`config.mk`:
```
export PLATFORM = sky130hd
export DESIGN_NAME = music_sequencer
export DESIGN_NICKNAME = d
export VERILOG_FILES = /design/src/rtl/music_sequencer.sv
export SDC_FILE = /design/constraint.sdc
export NUM_CORES = 1
export LEC_CHECK = 0
export BUFFER_PORTS_ARGS = -buffer_cell sky130_fd_sc_hd__buf_2
export CORE_MARGIN = 2
export CORE_UTILIZATION = 50
export DETAILED_ROUTE_END_ITERATION = 7
export GPL_TIMING_DRIVEN = 0
export PLACE_DENSITY = 0.74
export SLEW_MARGIN = 20
export SYNTH_ARGS = -nofsm -noshare
export SYNTH_HDL_FRONTEND = slang
export SYNTH_SLANG_ARGS = --single-unit
```
`constraint.sdc`:
```
create_clock -name clk -period 5.35 [get_ports clk]
set_clock_uncertainty 0.15 [all_clocks]
set_input_delay 1.605 -clock clk [delete_from_list [all_inputs] [get_ports clk]]
set_output_delay 1.605 -clock clk [all_outputs]
set_load 0.03 [all_outputs]
```
`src/rtl/music_sequencer.sv`:
```
// Multi-voice note sequencer. Each voice walks its own note table through an
// external combinational ROM port and drives a divider value to its tone
// generator. A shared tick prescaler paces the notes; voices that reach the
// end of their part wait in DONE until every voice is there, then all of them
// restart together from entry 0.
module music_sequencer #(
  parameter int VOICES      = 2,
  parameter int DIV_W       = 12,
  parameter int IDX_W       = 9,
  parameter int DUR_W       = 3,
  parameter int TICK_CYCLES = 8388608
) (
  input  logic                                clk,
  input  logic                                rst_n,
  input  logic                                enable,
  input  logic                                restart,
  input  logic [VOICES-1:0]                   mute,
  output logic [VOICES*IDX_W-1:0]             rom_addr,
  input  logic [VOICES*(1+DUR_W+DIV_W)-1:0]   rom_data,
  output logic [VOICES*DIV_W-1:0]             divider,
  output logic [VOICES-1:0]                   gate,
  output logic [VOICES-1:0]                   note_strobe,
  output logic [7:0]                          loop_count,
  output logic                                tick
);

  localparam int ENT_W = 1 + DUR_W + DIV_W;
  localparam int CNT_W = $clog2(TICK_CYCLES);
  localparam logic [CNT_W-1:0] CNT_MAX = CNT_W'(TICK_CYCLES - 1);

  typedef enum logic [1:0] {LOAD, PLAY, DONE} state_t;

  state_t           state      [VOICES];
  state_t           state_nxt  [VOICES];
  logic [IDX_W-1:0] addr       [VOICES];
  logic [IDX_W-1:0] addr_nxt   [VOICES];
  logic [DIV_W-1:0] div_q      [VOICES];
  logic [DIV_W-1:0] div_nxt    [VOICES];
  logic [DUR_W-1:0] remain     [VOICES];
  logic [DUR_W-1:0] remain_nxt [VOICES];
  logic             last_q     [VOICES];
  logic             last_nxt   [VOICES];
  logic [VOICES-1:0] strobe_nxt;

  logic [DIV_W-1:0] ent_div  [VOICES];
  logic [DUR_W-1:0] ent_dur  [VOICES];
  logic             ent_last [VOICES];

  logic [CNT_W-1:0] cnt;
  logic             all_done;

  // Split each voice's ROM word into {last, dur, divider}.
  for (genvar v = 0; v < VOICES; v++) begin : g_entry
    assign ent_div[v]  = rom_data[v*ENT_W +: DIV_W];
    assign ent_dur[v]  = rom_data[v*ENT_W + DIV_W +: DUR_W];
    assign ent_last[v] = rom_data[v*ENT_W + DIV_W + DUR_W];
  end

  // Tick prescaler: wraps at TICK_CYCLES-1, frozen while enable is low.
  always_ff @(posedge clk) begin
    if (!rst_n) begin
      cnt <= '0;
    end else if (restart) begin
      cnt <= '0;
    end else if (enable) begin
      cnt <= (cnt == CNT_MAX) ? '0 : cnt + 1'b1;
    end
  end

  assign tick = enable && (cnt == CNT_MAX);

  // Loop end is reached only when every voice sits in DONE simultaneously.
  always_comb begin
    all_done = 1'b1;
    for (int v = 0; v < VOICES; v++) begin
      if (state[v] != DONE) all_done = 1'b0;
    end
  end

  // State register: voice FSMs, addresses, visible dividers, strobes, loops.
  always_ff @(posedge clk) begin
    if (!rst_n) begin
      for (int v = 0; v < VOICES; v++) begin
        state[v] <= LOAD;
        addr[v]  <= '0;
        div_q[v] <= '0;
      end
      note_strobe <= '0;
      loop_count  <= '0;
    end else begin
      for (int v = 0; v < VOICES; v++) begin
        state[v] <= state_nxt[v];
        addr[v]  <= addr_nxt[v];
        div_q[v] <= div_nxt[v];
      end
      note_strobe <= strobe_nxt;
      if (!restart && all_done) loop_count <= loop_count + 1'b1;
    end
  end

  // Note bookkeeping registers; always rewritten by LOAD before first use.
  always_ff @(posedge clk) begin
    for (int v = 0; v < VOICES; v++) begin
      remain[v] <= remain_nxt[v];
      last_q[v] <= last_nxt[v];
    end
  end

  // Next-state logic: restart beats resync, resync beats per-voice ticks.
  always_comb begin
    for (int v = 0; v < VOICES; v++) begin
      state_nxt[v]  = state[v];
      addr_nxt[v]   = addr[v];
      div_nxt[v]    = div_q[v];
      remain_nxt[v] = remain[v];
      last_nxt[v]   = last_q[v];
      strobe_nxt[v] = (state[v] == LOAD) && !restart;
      if (restart || all_done) begin
        state_nxt[v] = LOAD;
        addr_nxt[v]  = '0;
      end else begin
        case (state[v])
          LOAD: begin
            div_nxt[v]    = ent_div[v];
            remain_nxt[v] = ent_dur[v];
            last_nxt[v]   = ent_last[v];
            state_nxt[v]  = PLAY;
          end
          PLAY: begin
            if (tick) begin
              if (remain[v] != '0) begin
                remain_nxt[v] = remain[v] - 1'b1;
              end else if (last_q[v]) begin
                state_nxt[v] = DONE;
                div_nxt[v]   = '0;
              end else begin
                addr_nxt[v]  = addr[v] + 1'b1;
                state_nxt[v] = LOAD;
              end
            end
          end
          DONE: begin
            state_nxt[v] = DONE;
          end
          default: begin
            state_nxt[v] = LOAD;
          end
        endcase
      end
    end
  end

  // Outputs: mute only masks what the tone generators see.
  always_comb begin
    rom_addr = '0;
    divider  = '0;
    gate     = '0;
    for (int v = 0; v < VOICES; v++) begin
      rom_addr[v*IDX_W +: IDX_W] = addr[v];
      divider[v*DIV_W +: DIV_W]  = mute[v] ? '0 : div_q[v];
      gate[v]                    = (div_q[v] != '0) && !mute[v];
    end
  end

endmodule
```
==> qor.yml, run 1 <==
clock_tree:
  cts-htree-levels: 3
  cts_made_buffers: 9
  postCtsSetupRepairBufs: 0
  cts_root_buf: "clkbuf_8"
  clk_pin_slew_worst_paths_ns: 0.08
  worstSkewPairLatency_ns: 0.34
  clockBufferDepth: 2
  cts_sinks: 87
  cts_tree: "built"
  cts_resized: 0
  cts_hold_buffers: 0
final_layout:
  final_area_um2: 5220
  final_cell_mix: "95 x buf_2, 79 x dfxtp_1, 54 x nand2_1, 34 x clkbuf_1, 29 x nand3_1"
  synthToLayoutAreaGrowth_pct: 18.5
  drive_above_1_share: 0.193
  diodes: 0
  final_common_cell: "buf_2"
  final_nets: 662
worst_setup_path:
  critical_path_class: "in -> out"
  arrival_ns: 2.85
  start_kind: "input pin"
  slowest_stage: "nand3_1"
  endpoint: "tick"
  worstSetupStartpoint: "enable"
  worstReg2RegEnd: "remain[0][2]$_DFFE_PP_"
  cp_max_fo: 8
  endpoint_kind: "output pin"
  r2r_setup_slack_ns: 2.63
  reg2regPathDepth: 6
  crit_top_cell: "buf_2"
  crit_chain: "buf_2, and3_1, clkbuf_1, nand3_1, nor2_1, buf_2"
  reg2reg_from: "cnt[16]$_SDFFE_PP0P_"
  cp.required_ns: 3.60
  max_stage_delay_ns: 0.27
routing:
  vias: 4177
  drtIter0Drc: 218
  dr.pass1.iters: 5
  ant_nets: 0
  wl_per_cell_um: 15.0
  drc: 0
  avgViaCountPerCell: 5.73
  drt-total-wl_mm: 10.9
pwr:
  p_leak_nw: 1.98
  seqPwrFrac: 0.528
  clockPowerShare: 0.373
  p_int_mw: 0.983
  ir_worst_vdd_uv: 162
  swShare: 0.251
  fin_total_pwr_mw: 1.31
  powerDensity_nw_per_um2: 252
  p_switching_mw: 0.330
  combPwrFrac: 0.099
sta:
  setup_slack_ns: 0.743
  period_share: 0.861
  tns_ns: 0
  setup_viol_count_final: 0
  fmax_mhz: 217
  final_max_slew_viol_count: 0
  slew_headroom: 0.543
  layout_min_cycle_time_ns: 4.61
  tightest_slew_ns: 0.683
  rsz0062_at_grt: "no"
  finalHoldViolCount: 0
yosys:
  synth-main-ff-cell: "dfxtp_1"
  syn_area_per_cell_um2: 8.59
  synth-seq-area-share: 0.414
  ys_types: 49
  synth_edf_count: 8
  yosysWarnings: 0
  ys_ff_latch: 87
  synth_cells: 513
  ys_async_sr_fraction: 0
  syn_area_um2: 4410
  syn-num-nets: 559
hold_path:
  min_path_type: "reg -> reg"
  hp-start: "cnt[22]$_SDFFE_PP0P_"
floorplan:
  start_util: 0.510
  dieWidth_um: 97.9
  io_pins: 93
  coreArea_um2: 8640
  die_h_um: 97.9
  rows: 34
  die_area_um2: 9580
placed_design:
  hpwl_mm: 7.99
  globalplace.congestion: 0.848
  post-place-ws_ns: 0.759
  postPlaceCellArea_um2: 5000
  place.port_buffers: 92
global_routing:
  grtUsageTotal: 0.224
  grt_first_pass_wirelength_mm: 18.1
  grt_overflow: 0
  grt_pass1_vias: 3868
  grt_max_degree: 15
  antenna_found_initial: 0
run:
  drv_cap: 0
status:
  status: "completed"
-- power by group through the flow --
stage                     clock, mW  combinational (mW)  sequential [mW]
after floorplan                   0              0.0862            0.704
final                         0.490               0.130            0.693
after detailed placement          0               0.130            0.708
after global placement            0               0.127            0.706
after global routing          0.530               0.144            0.696
after CTS                     0.498               0.130            0.692
-- cells by family (layout without fill, tap and decap cells) --
group,count (synthesis),count (layout),share of synthesized area
and+or+nand+nor,239,239,0.302
AOI/OAI and AO/OA,98,98,0.148
DFF,87,87,0.414
buffers and inverters,48,156,0.0437
xor gates and xnor gates,18,18,0.0358
muxes,15,15,0.0341
adders and majority gates,8,8,0.0227
-- through the flow --
step	util	std cells	hold slack (ns)
after floorplan	-	513	0.276
after global placement	0.579	713	0.284
after detailed placement	0.579	713	0.303
after CTS	0.604	729	0.313
after global routing	0.604	729	0.341
final	0.604	729	0.316
-- how the worst min path moves through the flow --
| stage | cells past startpoint | endpoint |
|---|---|---|
| floorplan | 2 | cnt[22]$_SDFFE_PP0P_ |
| global placement | 2 | cnt[22]$_SDFFE_PP0P_ |
| detailed placement | 2 | cnt[22]$_SDFFE_PP0P_ |
| CTS | 2 | cnt[22]$_SDFFE_PP0P_ |
| global route | 2 | cnt[22]$_SDFFE_PP0P_ |
| finish | 2 | cnt[22]$_SDFFE_PP0P_ |
-- cells in the mapped netlist, types with 2 or more instances --
library cell  count  area, um2
nand2_1          54        203
buf_2             3       15.0
a32oi_1          12        105
a22oi_1          12       90.1
nor3b_1           3       22.5
a21oi_1          16       80.1
a21boi_0          2       15.0
and2_1            6       37.5
nand4_1          15       93.8
o311ai_0          3       26.3
edfxtp_1          8        240
nor2_1           19       71.3
mux2i_1          15        150
ha_1              8        100
nand3b_1          2       15.0
xor2_1           14        123
xnor2_1           4       35.0
clkbuf_1         33        124
and4_1            4       35.0
inv_1             9       33.8
or2_2             3       18.8
o21ai_0          24        120
nor4_1           16        100
nor3_1           11       55.1
nand3_1          29        145
a21o_1            2       15.0
a211oi_1          2       15.0
a31oi_1           3       18.8
and3_1            4       25.0
dfxtp_1          79       1580
or3_1            20        125
nand2b_1          8       50.1
o31ai_1          19        143
or4_1            11       82.6
nor2b_1          26        163
-- metal layers --
metal,wire length (um),share of wire,track usage
met5,0,0,0
met4,111,0.010,0.0673
met3,551,0.050,0.0387
met2,5300,0.48,0.379
met1,4970,0.45,0.295
-- registers in the layout (all words and copies together) (netlist names) --
| name | cells |
|---|---|
| addr | 18 |
| cnt | 23 |
| div_q | 24 |
| last_q | 2 |
| loop_count | 8 |
| note_strobe | 2 |
| remain | 6 |
| state | 4 |
-- layout make-up --
type	instances	area [um2]
well taps	108	135
repair buffers	92	460
fillers	802	3420
clock buffers	12	166
inverters	9	33.8
flip-flops and latches	87	1820
multi-input cells	378	2390
clock inverters	4	51.3
plain buffers	39	159
-- critical path, delay by kind of cell --
kind | cells | cell delay [ns]
buffers and inverters | 3 | 0.59
and+or+nand+nor | 3 | 0.64
(Power assumes the default switching activity.)
==> run 2: changes to the inputs <==
--- a/config.mk
+++ b/config.mk
@@ -5,6 +5,7 @@
 export SDC_FILE = /design/constraint.sdc
 export NUM_CORES = 1
 export LEC_CHECK = 0
+export ABC_AREA = 1
 export BUFFER_PORTS_ARGS = -buffer_cell sky130_fd_sc_hd__buf_2
 export CORE_MARGIN = 2
 export CORE_UTILIZATION = 50
==> constraint.sdc (replaced) <==
create_clock -name clk -period 5.35 [get_ports clk]
set_clock_uncertainty 0.15 [all_clocks]
set_input_delay 0.535 -clock clk [delete_from_list [all_inputs] [get_ports clk]]
set_output_delay 0.535 -clock clk [all_outputs]
set_load 0.03 [all_outputs]
==> qor.yml, run 2 <==
final_layout:
  fill_cells: 823
  final_cell_count_no_fill: 846
  multiInputGateArea_um2: 2130
  regMostFlops: "div_q"
  reg_top3: "div_q x24, cnt x23, addr x18"
  synthToLayoutAreaGrowth_pct: 18.8
  seqCellArea_um2: 1820
  diodes: 0
  final_cell_mix: "148 x nor2_1, 98 x inv_1, 95 x buf_2, 92 x nand2_1, 79 x dfxtp_1"
  final_nets: 780
  final_common_cell: "nor2_1"
  drive_above_1_share: 0.199
  largest_reg_flops: 24
clock_tree:
  postCtsSetupRepairBufs: 0
  cts_root_buf: "clkbuf_8"
  cts_made_buffers: 9
  cts-htree-levels: 3
  cts_sinks: 87
  cts_hold_buffers: 0
  cts_tree: "built"
  cts_resized: 0
  clk_pin_slew_worst_paths_ns: 0.08
  worstSkewPairLatency_ns: 0.36
  clockBufferDepth: 2
sta:
  tightest_slew_ns: 0.672
  tns_ns: 0
  rsz0062_at_grt: "no"
  setup_viol_count_final: 0
  fmax_mhz: 380
  period_share: 0.492
  finalHoldViolCount: 0
  slew_headroom: 0.550
  final_max_slew_viol_count: 0
  layout_min_cycle_time_ns: 2.63
yosys:
  yosysWarnings: 0
  synth-seq-area-share: 0.413
  synth_area_leaders: "dfxtp_1 36%, nor2_1 13%, inv_1 8.3%"
  ys_types: 37
  synth-main-ff-cell: "dfxtp_1"
  yosys.area.top_type: "dfxtp_1"
  synth_top_cell_area_share: 0.358
  syn_area_um2: 4410
  ys_async_sr_fraction: 0
  synth_common_cells: "148 x nor2_1, 98 x inv_1, 92 x nand2_1, 79 x dfxtp_1, 31 x a21oi_1"
  synth.most_common_cell: "nor2_1"
  ys_ff_latch: 87
  synth_cells: 631
  syn-num-nets: 677
  syn_area_per_cell_um2: 7.00
  synth_edf_count: 8
worst_setup_path:
  cp.required_ns: 4.66
  worstSetupStartpoint: "cnt[8]$_SDFFE_PP0P_"
  reg2reg_from: "cnt[1]$_SDFFE_PP0P_"
  arrival_ns: 1.95
  cp_max_fo: 10
  endpoint_kind: "output pin"
  critical_path_class: "reg -> out"
  start_kind: "register"
global_routing:
  grt_pass1_vias: 3798
  grtUsageTotal: 0.207
  grt_overflow: 0
  grt_max_degree: 15
  top_usage_layer: "met2"
  gr-usage-met2: 0.337
  groute.layer.met1.usage: 0.280
  antenna_found_initial: 0
  use_met3: 0.0365
  grt_first_pass_wirelength_mm: 16.8
routing:
  ant_nets: 0
  avgViaCountPerCell: 4.89
  drc: 0
  wl_per_cell_um: 11.3
  drt-total-wl_mm: 9.60
  drtIter0Drc: 216
  dr.pass1.iters: 4
  vias: 4140
floorplan:
  dieWidth_um: 98.0
  coreArea_um2: 8640
  io_pins: 93
  rows: 34
  start_util: 0.511
  die_area_um2: 9600
  die_h_um: 98.0
hold_path:
  min_path_type: "in -> reg"
  hp-start: "rom_data[31]"
status:
  status: "completed"
placed_design:
  dp_cells: 831
  globalplace.congestion: 0.839
  place.port_buffers: 92
  hpwl_mm: 7.35
pwr:
  ir_worst_vdd_uv: 127
  powerDensity_nw_per_um2: 267
  p_leak_nw: 2.40
run:
  drv_cap: 0
## run 2: kinds of logic (layout without fill, tap and decap cells)
group,count (synthesis),after routing,synth area share
DFF,87,87,0.413
buffers and inverters,116,223,0.104
and+or+nand+nor,316,316,0.312
AOI/OAI and AO/OA,81,81,0.103
adders and majority gates,8,8,0.0227
xor gates and xnor gates,23,23,0.0456
## run 2: worst paths after layout
kind | endpoint | slack, ns | depth (start not counted)
min reg2reg | cnt[22]$_SDFFE_PP0P_ | 0.31 | 2
max | tick | 2.72 | 8
max reg2reg | remain[0][3]$_DFFE_PP_ | 3.19 | 9
min | last_q[0][1]$_DFFE_PP_ | 0.20 | 1
## run 2: through the flow
step	hold slack, ns	setup WS [ns]	instance area [um2]	total power [mW]	utilization
CTS	0.190	2.71	5240	1.41	0.607
floorplan	0.280	3.45	4410	0.826	-
detailed placement	0.300	2.98	5010	0.878	0.580
global placement	0.291	2.99	5010	0.873	0.580
global route	0.195	2.60	5240	1.46	0.607
finish	0.203	2.72	5240	1.40	0.607
## run 2: critical path: stages (launching register included)
cell and delay (ns):
dfxtp_1 0.40, nand2_1 0.14, nor2_1 0.20, nand2_2 0.13, inv_2 0.07, nand2_1 0.06, nor2_2 0.17, buf_4 0.21
buf_2 0.21
## run 2: final cells by class
class	instances	share of cell area
flip-flops and latches	87	0.347
repair buffers	92	0.0878
well taps	108	0.0258
inverters	103	0.0737
clock buffers	9	0.0236
plain buffers	13	0.0136
multi-input cells	428	0.407
clock inverters	6	0.0210
## run 2: routing by layer
metal	vias up	part of all wire	wire length [um]
met5	-	0	0
met4	0	0.016	156
met1	1808	0.47	4510
met3	13	0.063	605
li1	2195	-	-
met2	124	0.45	4330
## run 2: power breakdown
group	leakage [nW]	switching, mW	internal (mW)
Clock	0.113	0.233	0.307
Sequential	0.719	0.0154	0.681
Combinational	1.56	0.107	0.0580
